## config.mk

```make
export PLATFORM = sky130hd
export DESIGN_NAME = receptor_serial_flat
export DESIGN_NICKNAME = d
export VERILOG_FILES = /design/src/rtl/receptor_serial_pkg.sv /design/src/rtl/receptor_serial_if.sv /design/src/rtl/receptor_serial_fifo_salida.sv /design/src/rtl/receptor_serial.sv /design/src/flat_wrapper.sv
export SDC_FILE = /design/constraint.sdc
export NUM_CORES = 1
export LEC_CHECK = 0
export CAP_MARGIN = 10
export CORE_ASPECT_RATIO = 0.6
export CORE_MARGIN = 10
export CORE_UTILIZATION = 50
export DETAILED_ROUTE_END_ITERATION = 10
export PLACE_DENSITY = 0.76
export SLEW_MARGIN = 20
export SYNTH_ARGS = -nofsm -noshare
export SYNTH_HDL_FRONTEND = slang
export SYNTH_SLANG_ARGS = --single-unit
```

## constraint.sdc

```tcl
create_clock -name clk -period 3.8 [get_ports clk]
set_input_delay 0.95 -clock clk [delete_from_list [all_inputs] [get_ports clk]]
set_output_delay 0.95 -clock clk [all_outputs]
set_load 0.01 [all_outputs]
```

## src/rtl/receptor_serial_pkg.sv

```systemverilog
// Shared types and defaults for the serial receiver.
package receptor_serial_pkg;

    localparam int unsigned RX_WIDTH = 32;

    // Receive FSM encodings (2 bits)
    typedef enum logic [1:0] {
        RX_IDLE   = 2'd0,
        RX_SHIFT  = 2'd1,
        RX_PARITY = 2'd2
    } rx_state_t;

endpackage

```

## src/rtl/receptor_serial_if.sv

```systemverilog
// Serial input side and parallel word output side of the receiver.
interface receptor_serial_if
    import receptor_serial_pkg::*;
#(
    parameter int unsigned WIDTH = RX_WIDTH
) ();

    logic             enb;
    logic             s_in;
    logic             s_valid;
    logic             dir;
    logic [WIDTH-1:0] q;
    logic             q_par_err;
    logic             q_valid;
    logic             q_ready;
    logic             busy;
    logic             overrun;

    modport master (
        output enb, s_in, s_valid, dir, q_ready,
        input  q, q_par_err, q_valid, busy, overrun
    );

    modport slave (
        input  enb, s_in, s_valid, dir, q_ready,
        output q, q_par_err, q_valid, busy, overrun
    );

endinterface

```

## src/rtl/receptor_serial_fifo_salida.sv

```systemverilog
// Two-entry output FIFO; entry 0 is always the head so the head is a register.
module fifo_salida #(
    parameter int unsigned W = 33
) (
    input  logic         clk,
    input  logic         rst,
    input  logic         push,
    input  logic         pop,
    input  logic [W-1:0] din,
    output logic         full,
    output logic         empty,
    output logic [W-1:0] head
);

    logic [W-1:0] mem0;
    logic [W-1:0] mem1;
    logic         v0;
    logic         v1;
    logic         pop_eff_c;
    logic         push_eff_c;

    assign pop_eff_c  = pop & v0;
    assign push_eff_c = push & (~v1 | pop_eff_c);

    // Shift-style storage; unused entries are kept at zero so the head reads 0 when empty
    always_ff @(posedge clk) begin
        if (rst) begin
            mem0 <= '0;
            mem1 <= '0;
            v0   <= 1'b0;
            v1   <= 1'b0;
        end else if (pop_eff_c) begin
            if (push_eff_c) begin
                if (v1) begin
                    mem0 <= mem1;
                    mem1 <= din;
                end else begin
                    mem0 <= din;
                end
            end else begin
                mem0 <= mem1;
                v0   <= v1;
                mem1 <= '0;
                v1   <= 1'b0;
            end
        end else if (push_eff_c) begin
            if (!v0) begin
                mem0 <= din;
                v0   <= 1'b1;
            end else begin
                mem1 <= din;
                v1   <= 1'b1;
            end
        end
    end

    assign full  = v1;
    assign empty = ~v0;
    assign head  = mem0;

endmodule

```

## src/rtl/receptor_serial.sv

```systemverilog
// Serial-to-parallel receiver with optional even parity and a 2-entry output FIFO.
module receptor_serial
    import receptor_serial_pkg::*;
#(
    parameter int unsigned WIDTH  = RX_WIDTH,
    parameter bit          PAR_EN = 1'b1
) (
    input  logic              clk,
    input  logic              rst,
    receptor_serial_if.slave  bus
);

    localparam int unsigned CNT_W = $clog2(WIDTH + 1);
    localparam int unsigned FW    = WIDTH + 1;

    rx_state_t        state;
    logic [CNT_W-1:0] count;
    logic [WIDTH-1:0] sh;
    logic             dir_q;
    logic             busy;
    logic             overrun;

    logic             accept_c;
    logic             dir_sel_c;
    logic [WIDTH-1:0] sh_next_c;
    logic             last_data_c;
    logic             push_c;
    logic             pop_c;
    logic [FW-1:0]    push_data_c;
    logic             full;
    logic             empty;
    logic [FW-1:0]    head;

    // Bit qualification, shift candidate and word-complete decode
    always_comb begin
        accept_c    = bus.enb & bus.s_valid;
        dir_sel_c   = (state == RX_IDLE) ? bus.dir : dir_q;
        sh_next_c   = dir_sel_c ? {bus.s_in, sh[WIDTH-1:1]} : {sh[WIDTH-2:0], bus.s_in};
        last_data_c = accept_c && (state == RX_SHIFT) && (count == CNT_W'(WIDTH - 1));
        push_c      = accept_c && ((state == RX_PARITY) || (last_data_c && !PAR_EN));
        push_data_c = (state == RX_PARITY) ? {(^sh) ^ bus.s_in, sh} : {1'b0, sh_next_c};
        pop_c       = ~empty & bus.q_ready;
    end

    // Receive FSM, bit counter, shift register and sticky overrun
    always_ff @(posedge clk) begin
        if (rst) begin
            state   <= RX_IDLE;
            count   <= '0;
            sh      <= '0;
            dir_q   <= 1'b0;
            busy    <= 1'b0;
            overrun <= 1'b0;
        end else begin
            if (push_c && full && !pop_c) begin
                overrun <= 1'b1;
            end
            if (accept_c) begin
                case (state)
                    RX_IDLE: begin
                        state <= RX_SHIFT;
                        busy  <= 1'b1;
                        count <= CNT_W'(1);
                        dir_q <= bus.dir;
                        sh    <= sh_next_c;
                    end
                    RX_SHIFT: begin
                        sh <= sh_next_c;
                        if (last_data_c) begin
                            if (PAR_EN) begin
                                state <= RX_PARITY;
                                count <= CNT_W'(WIDTH);
                            end else begin
                                state <= RX_IDLE;
                                busy  <= 1'b0;
                                count <= '0;
                            end
                        end else begin
                            count <= count + CNT_W'(1);
                        end
                    end
                    RX_PARITY: begin
                        state <= RX_IDLE;
                        busy  <= 1'b0;
                        count <= '0;
                    end
                    default: begin
                        state <= RX_IDLE;
                        busy  <= 1'b0;
                        count <= '0;
                    end
                endcase
            end
        end
    end

    fifo_salida #(.W(FW)) u_fifo (
        .clk   (clk),
        .rst   (rst),
        .push  (push_c),
        .pop   (pop_c),
        .din   (push_data_c),
        .full  (full),
        .empty (empty),
        .head  (head)
    );

    assign bus.q         = head[WIDTH-1:0];
    assign bus.q_par_err = head[WIDTH];
    assign bus.q_valid   = ~empty;
    assign bus.busy      = busy;
    assign bus.overrun   = overrun;

endmodule

```

## src/flat_wrapper.sv

```systemverilog
// flat-port wrapper written by rule: the top's interface ports become plain ports
module receptor_serial_flat import receptor_serial_pkg::*;
#(
    parameter int unsigned WIDTH  = RX_WIDTH,
    parameter bit          PAR_EN = 1'b1
)
  (clk, rst, bus_enb, bus_s_in, bus_s_valid, bus_dir, bus_q_ready, bus_q, bus_q_par_err, bus_q_valid, bus_busy, bus_overrun);
  receptor_serial_if #(.WIDTH(WIDTH)) bus_i ();
  input  logic clk;
  input  logic rst;
  input wire logic [$bits(bus_i.enb)-1:0] bus_enb;
  input wire logic [$bits(bus_i.s_in)-1:0] bus_s_in;
  input wire logic [$bits(bus_i.s_valid)-1:0] bus_s_valid;
  input wire logic [$bits(bus_i.dir)-1:0] bus_dir;
  input wire logic [$bits(bus_i.q_ready)-1:0] bus_q_ready;
  output wire logic [$bits(bus_i.q)-1:0] bus_q;
  output wire logic [$bits(bus_i.q_par_err)-1:0] bus_q_par_err;
  output wire logic [$bits(bus_i.q_valid)-1:0] bus_q_valid;
  output wire logic [$bits(bus_i.busy)-1:0] bus_busy;
  output wire logic [$bits(bus_i.overrun)-1:0] bus_overrun;
  assign bus_i.enb = bus_enb;
  assign bus_i.s_in = bus_s_in;
  assign bus_i.s_valid = bus_s_valid;
  assign bus_i.dir = bus_dir;
  assign bus_i.q_ready = bus_q_ready;
  assign bus_q = bus_i.q;
  assign bus_q_par_err = bus_i.q_par_err;
  assign bus_q_valid = bus_i.q_valid;
  assign bus_busy = bus_i.busy;
  assign bus_overrun = bus_i.overrun;
  receptor_serial #(.WIDTH(WIDTH), .PAR_EN(PAR_EN)) u_core (.clk(clk), .rst(rst), .bus(bus_i));
endmodule
```

Word level (Yosys, flattened, before mapping)
Index checks and enable logic that the tools add are counted.
{"block": "word_totals", "output_inout_bits": 36, "latch_bits": 0, "regBits": 111, "mem_count": 0, "romBits": 0, "ramBits": 0, "inputBits": 7, "wordCells": 69}
{"block": "classes", "n_lt_le_gt_ge": 0, "n_addsub": 1, "shift": 0, "n_div": 0, "n_eq_ne": 7, "n_reduce_logical": 18, "multipliers": 0, "muxes": 25, "bitwise": 8}
{"operator": "33-bit 2-to-1 mux", "n": 11}
{"operator": "32-bit 2-to-1 mux", "n": 1}
{"operator": "32-bit XOR reduction", "n": 1}
{"operator": "6-bit one-hot mux with 2 select lines", "n": 1}
{"operator": "2-bit AND reduction", "n": 5}
{"operator": "1-bit 2-to-1 mux", "n": 8}
{"operator": "6-bit by 1-bit adder with 6-bit output (second input constant)", "n": 1}
{"operator": "6-bit by 5-bit equality test with 1-bit output (second input constant)", "n": 1}
{"operator": "6-bit 2-to-1 mux", "n": 1}
{"operator": "3-bit AND reduction", "n": 2}
{"operator": "1-bit logical AND", "n": 5}
{"operator": "1-bit AND", "n": 4}
{"operator": "2-bit by 1-bit inequality test with 1-bit output (second input constant)", "n": 2}
{"operator": "2-bit one-hot mux with 2 select lines", "n": 1}
{"operator": "2-bit nonzero test", "n": 2}
{"operator": "3-bit inequality test (second input constant)", "n": 1}
{"operator": "2-bit by 1-bit equality test with 1-bit output (second input constant)", "n": 1}
{"operator": "2-bit equality test (second input constant)", "n": 1}
{"operator": "2-bit zero test", "n": 1}
{"operator": "2-bit 2-to-1 mux", "n": 1}
{"operator": "2-bit inequality test (second input constant)", "n": 1}
{"operator": "1-bit inverter", "n": 2}
{"operator": "1-bit one-hot mux with 2 select lines", "n": 1}
{"operator": "2-bit OR reduction", "n": 1}
{"operator": "other kinds (3)", "n": 3}

Logic depth before layout (Yosys ltp)
{"block": "depth", "depth_word": 7, "ltp_mapped": 10, "depth_no_buf": 8}

By module
Synthesis repeated with hierarchy kept, for this count alone.
{"block": "unflattened", "cells_unflattened": 684, "hier_area_um2": 5611.6}
{"mod": "fifo_salida", "cells_each": 368, "area_each_um2": 3079.2, "instances": 1}
{"mod": "receptor_serial", "cells_each": 316, "area_each_um2": 2532.4, "instances": 1}

Worst setup path after synthesis
Ideal clock, no wire load.
{"block": "synth_path", "kind": "input to register", "from": "in bus_enb", "to": "reg u_core.u_fifo.mem1[4]", "t_arrival_ns": 2.336, "slack_ns": 1.337, "required_time_ns": 3.672, "path_buffers": 2, "path_stages": 9, "cell_sequence": "and4b_1 buf_2 nand2_1 ha_1 nand2b_1 a31o_2 clkbuf_1 a22oi_1 nor2_1"}
{"block": "synth_between", "elab_chain_cells": 5}
{"element": "start, declared", "line_no": "flat_wrapper.sv:11", "text": "input wire logic [$bits(bus_i.enb)-1:0] bus_enb;"}
{"element": "1-bit AND *", "line_no": "receptor_serial.sv:36", "text": "accept_c = bus.enb & bus.s_valid;"}
{"element": "1-bit logical AND *", "line_no": "receptor_serial.sv:40", "text": "push_c = accept_c && ((state == RX_PARITY) || (last_data_c && !PAR_EN));"}
{"element": "1-bit AND *", "line_no": "receptor_serial_fifo_salida.sv:23", "text": "assign push_eff_c = push & (~v1 | pop_eff_c);"}
{"element": "3-bit inequality test (no line), or another cell as far along"}
{"element": "3-bit AND reduction (no line) or 33-bit 2-to-1 mux (tied branches)"}
{"element": "end signal, assigned", "line_no": "receptor_serial_fifo_salida.sv:36", "text": "mem1 <= din;"}
{"element": "end signal, assigned", "line_no": "receptor_serial_fifo_salida.sv:51", "text": "mem1 <= din;"}
{"element": "end, declared", "line_no": "receptor_serial_fifo_salida.sv:16", "text": "logic [W-1:0] mem1;"}
Every way passes the cells marked *; elsewhere a longest branch is shown, timed or not.
A chain may end at the register's enable or synchronous reset.

Final worst setup path
{"block": "layout_path", "from": "in bus_q_ready", "to": "reg u_core.u_fifo.mem1[18]"}
{"block": "layout_between", "elab_chain_cells": 6}
{"element": "start, declared", "line_no": "flat_wrapper.sv:15", "text": "input wire logic [$bits(bus_i.q_ready)-1:0] bus_q_ready;"}
{"element": "1-bit AND *", "line_no": "receptor_serial.sv:42", "text": "pop_c = ~empty & bus.q_ready;"}
{"element": "1-bit AND *", "line_no": "receptor_serial_fifo_salida.sv:22", "text": "assign pop_eff_c = pop & v0;"}
{"element": "1-bit bitwise OR", "line_no": "receptor_serial_fifo_salida.sv:23"}
{"element": "1-bit AND", "line_no": "receptor_serial_fifo_salida.sv:23"}
{"element": "3-bit inequality test (no line), or another cell as far along"}
{"element": "3-bit AND reduction (no line) or 33-bit 2-to-1 mux (tied branches)"}
Marked as above.

==> results.md <==
* Status: complete, no violations
* Arrival @ worst endpoint at 3.24 ns
* Buffers on Ports at 42
* Critical Path Max Stage Delay at 0.61 ns
* Avg Vias per Cell at 6.057
* Fin. Hold Viols at 0
* Synth top area cells: dfxtp_1 (35%), mux2i_1 (10%), nor2_1 (8.5%), nand2_1 (6.4%), mux2_2 (5.8%)
* Hold path endpoint: u_core.u_fifo.head[29]
* Worst Clk Skew at 0.01222 ns
* Final worst path period need at 3.016 ns
* Combinational family with the most area after synthesis: compound AO/OA/AOI/OAI gates
* Die area at 17860 um2
* Most used cell, CP: nand2_1
* Post-DP HPWL at 10480 um
* Core ar. at 12300 um2
* Grt total ovfl at 0
* Final instance area at 7058 um2
* RR Startpoint: u_core.state[1]
* Fin cells at 943
* Tot GR Track Use at 0.1773
* Post-Syn Instances at 804
* Nets at 782
* CP max-delay cell: clkdlybuf4s50_1
* Max frequency at 331.5 MHz
* RSZ-0062 raised after global routing: no
* Cell row count at 31
* Drt wl/cell at 17.27 um
* CTS buffer count at 9
* DP Area at 6724 um2
* Max Buffers Root-to-Sink at 2
* Compound-cell area share of the yosys netlist at 0.2001
* Async set-reset flop share out of synthesis at 0
* Post-synthesis simple-gate area fraction at 0.1692
* Cts repair resizes at 0
* Chip Width at 166.0 um
* CP Capture Type: flop
* Post-CTS setup buffer count at 0
* Post-synth EDFFs at 0
* Routed vias at 5712
* Hold Path Class: reg2reg
* Placer Congestion at 0.8608
* Cell family with most CP delay: compound AO/OA/AOI/OAI gates
* Commonest cells in the netlist: nor2_1 (144), dfxtp_1 (111), nand2_1 (109), mux2i_1 (64), clkbuf_1 (53)
* Largest net degree at the start of global routing at 113
* CP max FO at 33
* Distinct cells, synth at 41
* Routed Antenna Nets at 0
* Fraction of synthesized area in multiplexers at 0.1604
* DRT Wirelength at 16290 um
* Synth warn at 0
* PwrDens at 386.4 nW/um2
* CP bufs+invs at 1
* Mapped Avg Cell Area at 7.955 um2
* CP Launch Type: primary input
* Final setup viols at 0
* Max-cap violations at 0
* CTS H-tree lvls at 3
* Initial antenna violation count at 0
* Setup tns final at 0 ns
* Area share of the largest cell type after synthesis at 0.3474
* Count leader, synth: nor2_1
* Netlist Area Pre-Place at 6396 um2
* Die Height at 107.6 um
* First-pass GRT wire length at 26860 um
* Crit path cell chain: clkdlybuf4s50_1 -> nand2_1 -> nand2_1 -> nand2_1 -> ha_1 -> nand2b_1 -> a31o_2 -> a22oi_1 -> nor2_1
* Effective utilization at floorplan at 0.5202
* # hold bufs at CTS at 0
* Max_slew headroom at 0.4474
* Post-Synth XOR/XNOR Area at 0.04910
* Slew @ Worst Pin at 0.8278 ns
* Synth area leader: dfxtp_1
* Area growth from synthesis to layout at 10.35%
* Dominant synthesized flop cell: dfxtp_1
* Seq/Total Area, Yosys at 0.3474
* Slew Limit Fails at 0
* Pre-Repair DR Iteration Count at 5
* Total clock sinks at 111
* Worst Hold Launch: u_core.u_fifo.mem1[29]
* Hold depth at 2
* Part of the cycle the worst path needs at 0.7938
* Post-Synth Adder-Cell Area at 0.003912
* Iter 0 DRT Violations at 540
* Root Driver: clkbuf_16
* Worst EP required at 4.02 ns
* TritonCTS clock tree: built
* DRC at 0
* Final core occ at 0.5740
* Placed Cells at 927
* FF-to-FF path depth at 7
* Register bit count reported by yosys at 111
* Lkg Pwr at 0.002481 uW
* Crit path kind: in2reg
* Share of cells above drive strength 1 at 0.09640
* Reg clk slew, reported paths at 0.08 ns
* Crit path launch: bus_q_ready
* I/O pin count at 43
* Antenna diode count at 0
* Clock Latency Late Sink at 0.36 ns
* Number of global-route vias before repair at 5323
* Synth Net Count at 813
* Reg2reg end: u_core.u_fifo.mem1[18]
* Flop2flop setup slack at 1.09 ns
* Worst vdd ir at 0.0002255 V
[sequential cells by signal (all words and copies together) (netlist names), 2 cells and up]
register / cells
u_core.count: 6
u_core.u_fifo.head: 33
u_core.u_fifo.mem1: 33
u_core.sh: 32
u_core.state: 2
[cell usage in the layout (no fill, tap or decap), drive strengths merged, types with 27 or more instances in the layout]
cell type	Yosys	layout
a211oi	35	35
o21ai	39	39
mux2	33	33
xnor2	27	27
a22oi	35	35
nor2	144	144
clkdlybuf4s50	0	40
mux2i	65	65
dfxtp	111	111
a311oi	33	33
a21oi	42	42
nand2	109	109
[final cells by class]
cell class	count	area [um2]
sequential	111	2225
clock buffer	9	225.2
inverter	2	7.507
multi-input combinational	595	3757
timing repair buffer	54	531.8
fill	1010	5238
tap	165	206.4
clock inverter	7	105.1
[how the worst max path moves through the flow]
stage,to,cells past startpoint
floorplan,u_core.u_fifo.mem1[4],9
global placement,u_core.u_fifo.mem1[12],9
detailed placement,u_core.u_fifo.mem1[18],9
global route,u_core.u_fifo.mem1[22],9
finish,u_core.u_fifo.mem1[18],9
CTS,u_core.u_fifo.mem1[18],9
[cells by family (layout without fill, tap and decap cells)]
family	after synthesis	count (layout)
flip-flops	111	111
multiplexers	98	98
AND/OR/NAND/NOR	274	274
XOR/XNOR	30	30
AO/OA/AOI/OAI	191	191
buffers and inverters	98	72
adder cells (fa/ha/maj)	2	2
[per-stage QoR]
stage / setup WS, ns / hold WS, ns / total power, uW
6_report: 0.7837 / 0.4871 / 2727
5_1_grt: 0.6300 / 0.5075 / 2842
3_5_place_dp: 0.4156 / 0.4695 / 1704
3_3_place_gp: 0.5731 / 0.4632 / 1689
2_1_floorplan: 1.337 / 0.4481 / 1621
4_1_cts: 0.8132 / 0.4883 / 2740
[tightest hold or removal path, stage by stage (launching register included)]
cell and delay [ns]:
dfxtp_1 0.32, nand2_1 0.05, a311oi_1 0.07
[power by group]
group | internal, uW | switching [uW] | total (uW)
Combinational | 207 | 224 | 432
Clock | 540 | 498 | 1040
Sequential | 1190 | 70.5 | 1260
Total | 1930 | 793 | 2730
[layer usage]
metal	share of wire	vias up	track usage
li1	-	2740	-
met1	0.48	2719	0.2464
met2	0.44	234	0.2622
met3	0.069	19	0.04340
met4	0.012	0	0.05793
met5	0	-	0
Note: power is estimated with default switching activity, not from simulation.
